### src/rtl/apx_pkg.sv
// Shared definitions for the apx accumulator family: FSM state encoding and
// a generic unsigned saturating add usable at any width up to 64 bits.
package apx_pkg;

  typedef enum logic [1:0] {
    ST_IDLE = 2'd0,
    ST_ACC  = 2'd1,
    ST_HOLD = 2'd2
  } state_t;

  localparam int SAT_MAXW = 64;

  // Returns {ovf, sum}; sum is clamped to 2^w-1 when the true result does not fit in w bits.
  function automatic logic [SAT_MAXW:0] sat_add(input logic [SAT_MAXW-1:0] a,
                                                input logic [SAT_MAXW-1:0] b,
                                                input int unsigned w);
    logic [SAT_MAXW:0] full;
    logic [SAT_MAXW:0] lim;
    full = {1'b0, a} + {1'b0, b};
    lim  = ({{SAT_MAXW{1'b0}}, 1'b1} << w) - {{SAT_MAXW{1'b0}}, 1'b1};
    if (full > lim) sat_add = {1'b1, lim[SAT_MAXW-1:0]};
    else            sat_add = {1'b0, full[SAT_MAXW-1:0]};
  endfunction

endpackage

### src/rtl/apx_sat_add.sv
// Unsigned saturating adder of parameterised width; purely combinational.
// ovf flags that the true sum did not fit and sum was forced to all ones.
module apx_sat_add #(
  parameter int W = 38
) (
  input  logic [W-1:0] a,
  input  logic [W-1:0] b,
  output logic [W-1:0] sum,
  output logic         ovf
);

  logic [W:0] full;

  assign full = {1'b0, a} + {1'b0, b};
  assign ovf  = full[W];
  assign sum  = full[W] ? {W{1'b1}} : full[W-1:0];

endmodule

### src/rtl/apx_dot_acc.sv
// Saturating dot-product accumulator for the btm product stream: sums i_len
// products and hands the result downstream with a valid/ready handshake.
//
// state   | meaning
// IDLE    | waiting for i_start; previous result still on o_acc/o_ovf
// ACC     | accepting products, one per cycle, until cnt reaches zero
// HOLD    | result valid, waiting for i_acc_rdy
module apx_dot_acc
  import apx_pkg::*;
#(
  parameter int BWOP = 32,
  parameter int NAB  = 1,
  parameter int ACCW = 40,
  parameter int LEN  = 16,
  localparam int LENW = $clog2(LEN + 1)
) (
  input  logic            i_clk,
  input  logic            i_rst_n,
  input  logic            i_start,
  input  logic [LENW-1:0] i_len,
  input  logic            i_prod_vld,
  output logic            o_prod_rdy,
  input  logic [BWOP-1:0] i_prod,
  output logic            o_acc_vld,
  input  logic            i_acc_rdy,
  output logic [ACCW-1:0] o_acc,
  output logic            o_ovf,
  output logic            o_busy
);

  // The low 2*NAB product bits are structurally zero, so they are never stored.
  localparam int AW = ACCW - 2*NAB;
  localparam int PW = BWOP - 2*NAB;

  state_t          state, state_nxt;
  logic [AW-1:0]   acc, add_b, add_sum;
  logic            add_ovf;
  logic [LENW-1:0] cnt, len_c;
  logic            ovf;
  logic            hs;

  assign add_b = {{(AW-PW){1'b0}}, i_prod[BWOP-1:2*NAB]};
  assign len_c = (i_len > LENW'(LEN)) ? LENW'(LEN) : i_len;
  assign hs    = (state == ST_ACC) && i_prod_vld;

  apx_sat_add #(.W(AW)) u_sat_add (
    .a   (acc),
    .b   (add_b),
    .sum (add_sum),
    .ovf (add_ovf)
  );

  always_comb begin
    state_nxt  = state;
    o_prod_rdy = 1'b0;
    o_acc_vld  = 1'b0;
    unique case (state)
      ST_IDLE: begin
        if (i_start) state_nxt = (len_c == '0) ? ST_HOLD : ST_ACC;
      end
      ST_ACC: begin
        o_prod_rdy = 1'b1;
        if (i_prod_vld && cnt == LENW'(1)) state_nxt = ST_HOLD;
      end
      ST_HOLD: begin
        o_acc_vld = 1'b1;
        if (i_acc_rdy) state_nxt = ST_IDLE;
      end
      default: state_nxt = ST_IDLE;
    endcase
  end

  always_ff @(posedge i_clk or negedge i_rst_n) begin
    if (!i_rst_n) state <= ST_IDLE;
    else          state <= state_nxt;
  end

  always_ff @(posedge i_clk or negedge i_rst_n) begin
    if (!i_rst_n) begin
      acc <= '0;
      cnt <= '0;
      ovf <= 1'b0;
    end else if (state == ST_IDLE && i_start) begin
      acc <= '0;
      ovf <= 1'b0;
      cnt <= len_c;
    end else if (hs) begin
      acc <= add_sum;
      ovf <= ovf | add_ovf;
      cnt <= cnt - LENW'(1);
    end
  end

  assign o_acc  = {acc, {(2*NAB){1'b0}}};
  assign o_ovf  = ovf;
  assign o_busy = (state != ST_IDLE);

`ifndef SYNTHESIS
  // Upstream multiplier guarantees zero low bits; dropping them must lose nothing.
  always @(posedge i_clk) begin
    if (i_rst_n && state == ST_ACC && i_prod_vld)
      assert (i_prod[2*NAB-1:0] == '0)
        else $error("apx_dot_acc: nonzero low product bits %h", i_prod);
  end
`endif

endmodule

### config.mk
export PLATFORM = sky130hd
export DESIGN_NAME = apx_dot_acc
export DESIGN_NICKNAME = d
export VERILOG_FILES = /design/src/rtl/apx_pkg.sv /design/src/rtl/apx_sat_add.sv /design/src/rtl/apx_dot_acc.sv
export SDC_FILE = /design/constraint.sdc
export NUM_CORES = 1
export LEC_CHECK = 0
export BUFFER_PORTS_ARGS = -buffer_cell sky130_fd_sc_hd__buf_4
export CORE_MARGIN = 3
export CORE_UTILIZATION = 56
export CTS_CLUSTER_SIZE = 14
export DETAILED_ROUTE_END_ITERATION = 8
export GPL_ROUTABILITY_DRIVEN = 0
export PLACE_DENSITY = 0.79
export SYNTH_ARGS = -nofsm -noshare
export SYNTH_HDL_FRONTEND = slang
export SYNTH_HIERARCHICAL = 1
export SYNTH_SLANG_ARGS = --single-unit
### constraint.sdc
create_clock -name i_clk -period 3.79 [get_ports i_clk]
set_clock_uncertainty 0.15 [all_clocks]
set_input_delay 0.5685 -clock i_clk [delete_from_list [all_inputs] [get_ports i_clk]]
set_output_delay 0.5685 -clock i_clk [all_outputs]
set_load 0.01 [all_outputs]
Word-level counts from Yosys, hierarchy flattened
Index checks and enable logic that the tools add are counted.

storage, ports and cells
  bits in registers = 46
  latch bits = 0
  bits in writable memories = 0
  bits in read-only memories = 0
  input port bits = 42
  output and inout port bits = 44
  logic and storage cells = 37
  memories kept = 0

operators by class
  add/sub/neg operators = 2
  multipliers = 0
  div/mod/pow operators = 0
  $lt $le $gt $ge = 1
  eq/ne operators = 6
  shifts and indexed selects = 0
  multiplexer cells = 15
  bitwise operators = 1
  reduce and logical (&&, ||, !) cells = 8

operators with widths
  cell                 number
  $mux 38              3
  $add 38x30->39       1
  $mux 5               3
  $mux 2               4
  $pmux 2 s3           1
  $eq 5x1->1 const B   1
  $gt 5x5->1 const B   1
  $logic_not 5->1      1
  $sub 5x1->5 const B  1
  $mux 1               4
  $ne 2x2->1 const B   2
  $reduce_bool 2->1    2
  $logic_and 1x1->1    3
  $reduce_and 3->1     1
  $eq 2x1->1 const B   1
  $eq 2x2->1 const B   1
  $logic_not 2->1      1
  $ne 2x1->1 const B   1
  $or 1x1->1           1

Longest topological paths before layout
  depth in word-level cells = 6
  mapped depth = 14
  mapped depth without buffers = 13

Modules after synthesis
The synthesis kept the hierarchy.

modules (own cells, without submodules)
  module       times used  cells an instance  area each (um^2)  sequential area each (um^2)
  apx_sat_add  1           324                2215.9            0.0
  apx_dot_acc  1           144                1884.3            1151.1

Least setup slack after synthesis
No wires, ideal clock.

  path kind = input to register
  from = in i_prod[7]
  to = reg acc[26]
  library setup time = 0.121 ns
  data arrival time = 2.828 ns
  data required time = 3.519 ns
  path slack = 0.691 ns
  cell stages on the path = 10
  buffers on the path = 0
  path through = ha_1 a21o_1 a2111o_1 a2bb2oi_1 a31o_4 a31oi_4 o221ai_1 a21oi_1 mux2_2 a22o_1

between the ends
  word-level cells in the longest chain between the ends = 4

RTL lines
  item                  RTL line           RTL
  from (decl)           apx_dot_acc.sv:23  input logic [BWOP-1:0] i_prod,
  $add 38x30->39        apx_sat_add.sv:14  assign full = {1'b0, a} + {1'b0, b};
  $mux 38               apx_sat_add.sv:16  assign sum = full[W] ? {W{1'b1}} : full[W-1:0];
  via add_sum[26]       apx_dot_acc.sv:36  logic [AW-1:0] acc, add_b, add_sum;
  $mux 38               apx_dot_acc.sv:87  end else if (hs) begin
  $mux 38               apx_dot_acc.sv:83  end else if (state == ST_IDLE && i_start) begin
  to (signal assigned)  apx_dot_acc.sv:88  acc <= add_sum;
  to (decl)             apx_dot_acc.sv:36

The timed path passes the listed nets, and every way through them passes these cells. The select of a mux whose other input is x is not followed.
A chain may end at the register's enable or synchronous reset.

Worst setup path in the final report
  from = reg acc[23]
  to = reg acc[29]

between the ends
  word-level cells in the longest chain between the ends = 4

RTL lines
  item             RTL line           RTL
  $add 38x30->39   apx_sat_add.sv:14
  via add_ovf      apx_dot_acc.sv:37  logic add_ovf;
  $mux 38          apx_sat_add.sv:16
  via add_sum[29]  apx_dot_acc.sv:36
  $mux 38          apx_dot_acc.sv:87
  $mux 38          apx_dot_acc.sv:83

The timed path passes the listed nets, and every way through them passes these cells. The select of a mux whose other input is x is not followed.

==> flow_summary.toml <==
[outcome]
run_status = "finished, final reports clean"

[sta]
setup_viol = 0
setup_repair_after_global_routing_missed_its_margin = "no"
final.min_clock_period_ns = 3.35
hold_viol_final = 0
max_slew.worst_pin.slew_ns = 0.944
fmaxAchievable_ghz = 0.299
post-route-period-util_pct = 88.3
slew_viol_final = 0
final_critical_path_setup_slack_ns = 0.443
slew_headroom_pct = 37.1
fin_setup_tns_ns = 0

[critical_path]
critPathRequiredTime_ns = 3.85
ff2ff_path_depth = 11
cp_max_fo = 15
regToRegEndpoint = "acc[29]"
worstPathBufferInverterCount = 1
startpoint = "acc[23]"
worstSetupStartpointType = "register"
crit_cells = 11
path_cells = "ha_1 -> a21oi_1 -> o2111ai_1 -> a21oi_1 -> o21ai_0 -> a221oi_1 -> o21a_2 -> inv_1 -> nor2_1 -> mux2i_1 -> a22o_1"
crit_top_cell = "sky130_fd_sc_hd__a21oi_1"
critPathMaxStageDelay_ns = 0.42
crit_slowest_cell = "sky130_fd_sc_hd__a221oi_1"
timing.reg2reg.setup_slack_ns = 0.44
critical-path-top-delay-family = "compound AO/OA/AOI/OAI gates"
end_kind = "register"
rr_startpoint = "acc[23]"
timing.setup.critical_path_class = "reg2reg"
crit_arrival_ns = 3.41
critPathCapture = "acc[29]"

[global_route]
grt_most_used_layer = "met2"
groute.layer.met2.usage_pct = 38.8
grt_pass1_vias = 3681
grt_pass1_wl_mm = 17.0
grt_max_degree = 47
global_route.usage.met3_pct = 4.72
global_route.overflow_total = 0
globalRouteMet1Util_pct = 33.0
grt_antenna_before_repair = 0
globalRouteTotalUtil_pct = 24.2

[synthesis]
netlist-cell-type-count = 62
synthesis.area_um2 = 4100
ys_async_sr_fraction_pct = 100
largest_cells_by_area_after_synthesis = "sky130_fd_sc_hd__dfrtp_1 (28%), sky130_fd_sc_hd__ha_1 (12%), sky130_fd_sc_hd__a22o_1 (8.1%)"
synth_enable_flop_cells = 0
synth_ff_type = "sky130_fd_sc_hd__dfrtp_1"
synth_largest_type_area_fraction_pct = 28.1
syn_avg_cell_area_um2 = 8.76
synth_sequential_area_ratio_pct = 28.1
yosys_register_bits = 46
netlist.top_cell.by_area = "sky130_fd_sc_hd__dfrtp_1"
post_synth_inst_count = 468
synth.yosys.warnings = 6

[floorplan]
fp-row-count = 30
die_height_um = 91.6
floorplan.initialDensity_pct = 59.0
dieArea_um2 = 8380
fp.dieW_um = 91.6
core_area_um2 = 6940
ioPinCount = 86

[hold_path]
worst_min_delay_path_class = "in2async"

[clocking]
clkSinkCount = 46
post_cts.resized_instances = 0
cts.root.buffer_cell = "sky130_fd_sc_hd__clkbuf_8"
post_cts_hold_buffer_count = 0
cts_made_buffers = 5
clockBufferDepth = 2
ctsHtreeMaxLevel = 2
cts.reportedPaths.clkPinSlew_ns = 0.10
cts.repair_timing.setup_buffer_count = 0
clock_latency_on_the_worst_skew_pair_ns = 0.31
tritoncts = "built"

[final_layout]
finish.instance_area_um2 = 4870
num-fill-cells = 569
fin_nets = 630
mostFrequentLayoutCell = "sky130_fd_sc_hd__buf_4"
area.growth.synth_to_final_pct = 18.9
post_route_cells_drive_above_1_share_pct = 19.3
layout.core_utilization_pct = 70.2
mostFrequentLayoutCells = "sky130_fd_sc_hd__buf_4 (87), sky130_fd_sc_hd__nand2_1 (55), sky130_fd_sc_hd__dfrtp_1 (46)"
num_antenna_cells = 0

[routing]
vias = 3923
drtIter0Drc = 235
firstDrtPassIters = 5
route.detailed.wl_per_inst_um = 15.8
number_of_remaining_drc_errors = 0
via_to_cell_ratio = 6.09
detail_route.wirelength_mm = 10.1
antenna_left = 0

[power_and_ir_drop]
power.leakage_nw = 2.42
max-vdd-ir-drop_mv = 0.341
power_density_nw_per_um2 = 790

[placement]
post_dp_cell_area_um2 = 4760
placement.io_buffers = 81
detailed_place_hpwl_mm = 7.63
placement_stage_worst_setup_slack_ns = 0.212

[flow_run]
max-cap-violations = 0
-- registers in the layout (all words and copies together) (netlist names) --
register	cells
state	2
acc	38
cnt	5
o_ovf	1
-- final cells by class --
type	count	area (um2)	area share [%]
repair buffers	87	653	13.4
flip-flops and latches	46	1150	23.6
clock inverters	3	47.5	0.976
multi-input cells	389	2770	56.7
clock buffers	5	68.8	1.41
well taps	96	120	2.46
inverters	18	67.6	1.39
-- per-stage QoR --
stage	power (mW)	hold WS, ns	std cells
final	3.85	0.104	644
after global routing	4.18	0.143	644
after CTS	3.84	0.124	644
after detailed placement	3.41	0.351	636
after global placement	3.35	0.333	636
after floorplan	2.76	0.123	477
-- synthesized netlist by cell type, types with 9 or more instances --
library cell,n
sky130_fd_sc_hd__a21o_1,12
sky130_fd_sc_hd__a21oi_1,40
sky130_fd_sc_hd__a22o_1,38
sky130_fd_sc_hd__buf_2,10
sky130_fd_sc_hd__dfrtp_1,46
sky130_fd_sc_hd__ha_1,40
sky130_fd_sc_hd__inv_1,18
sky130_fd_sc_hd__nand2_1,55
sky130_fd_sc_hd__nand2b_1,9
sky130_fd_sc_hd__nor2_1,23
sky130_fd_sc_hd__o21ai_0,18
sky130_fd_sc_hd__xnor2_1,17
sky130_fd_sc_hd__xor2_1,12
-- report_power, final --
group          switching (mW)  total (mW)  internal, mW
logic                    1.37        2.57          1.19
clock network           0.201       0.402         0.202
registers               0.193       0.880         0.686
-- layer usage --
layer / share of wire [%] / up-vias
met5: 0 / -
met4: 2.1 / 0
met3: 6.5 / 20
met2: 46 / 148
met1: 46 / 1866
li1: - / 1889
-- worst register-to-register path, stage by stage (launching register included) --
cell                        delay (ns)
sky130_fd_sc_hd__dfrtp_1          0.41
sky130_fd_sc_hd__ha_1             0.39
sky130_fd_sc_hd__a21oi_1          0.26
sky130_fd_sc_hd__o2111ai_1        0.16
sky130_fd_sc_hd__a21oi_1          0.25
sky130_fd_sc_hd__o21ai_0          0.19
sky130_fd_sc_hd__a221oi_1         0.43
sky130_fd_sc_hd__o21a_2           0.41
sky130_fd_sc_hd__inv_1            0.19
sky130_fd_sc_hd__nor2_1           0.13
sky130_fd_sc_hd__mux2i_1          0.08
sky130_fd_sc_hd__a22o_1           0.21
-- kinds of logic after synthesis --
family,count (synthesis),share of synthesized area (%)
buffers and inverters,42,5.31
AOI/OAI and AO/OA,165,29.4
other,1,0.0915
adders and majority gates,41,12.7
DFF,46,28.1
muxes,5,1.25
xor gates and xnor gates,29,6.19
and+or+nand+nor,139,17.0
-- how the worst min path moves through the flow --
stage	end	depth (start not counted)
final	acc[18]	1
after detailed placement	cnt[4]	1
after global routing	acc[18]	1
after CTS	acc[18]	1
after global placement	o_ovf	2
after floorplan	acc[0]	0
No activity file was read; power rests on OpenSTA's default activity.
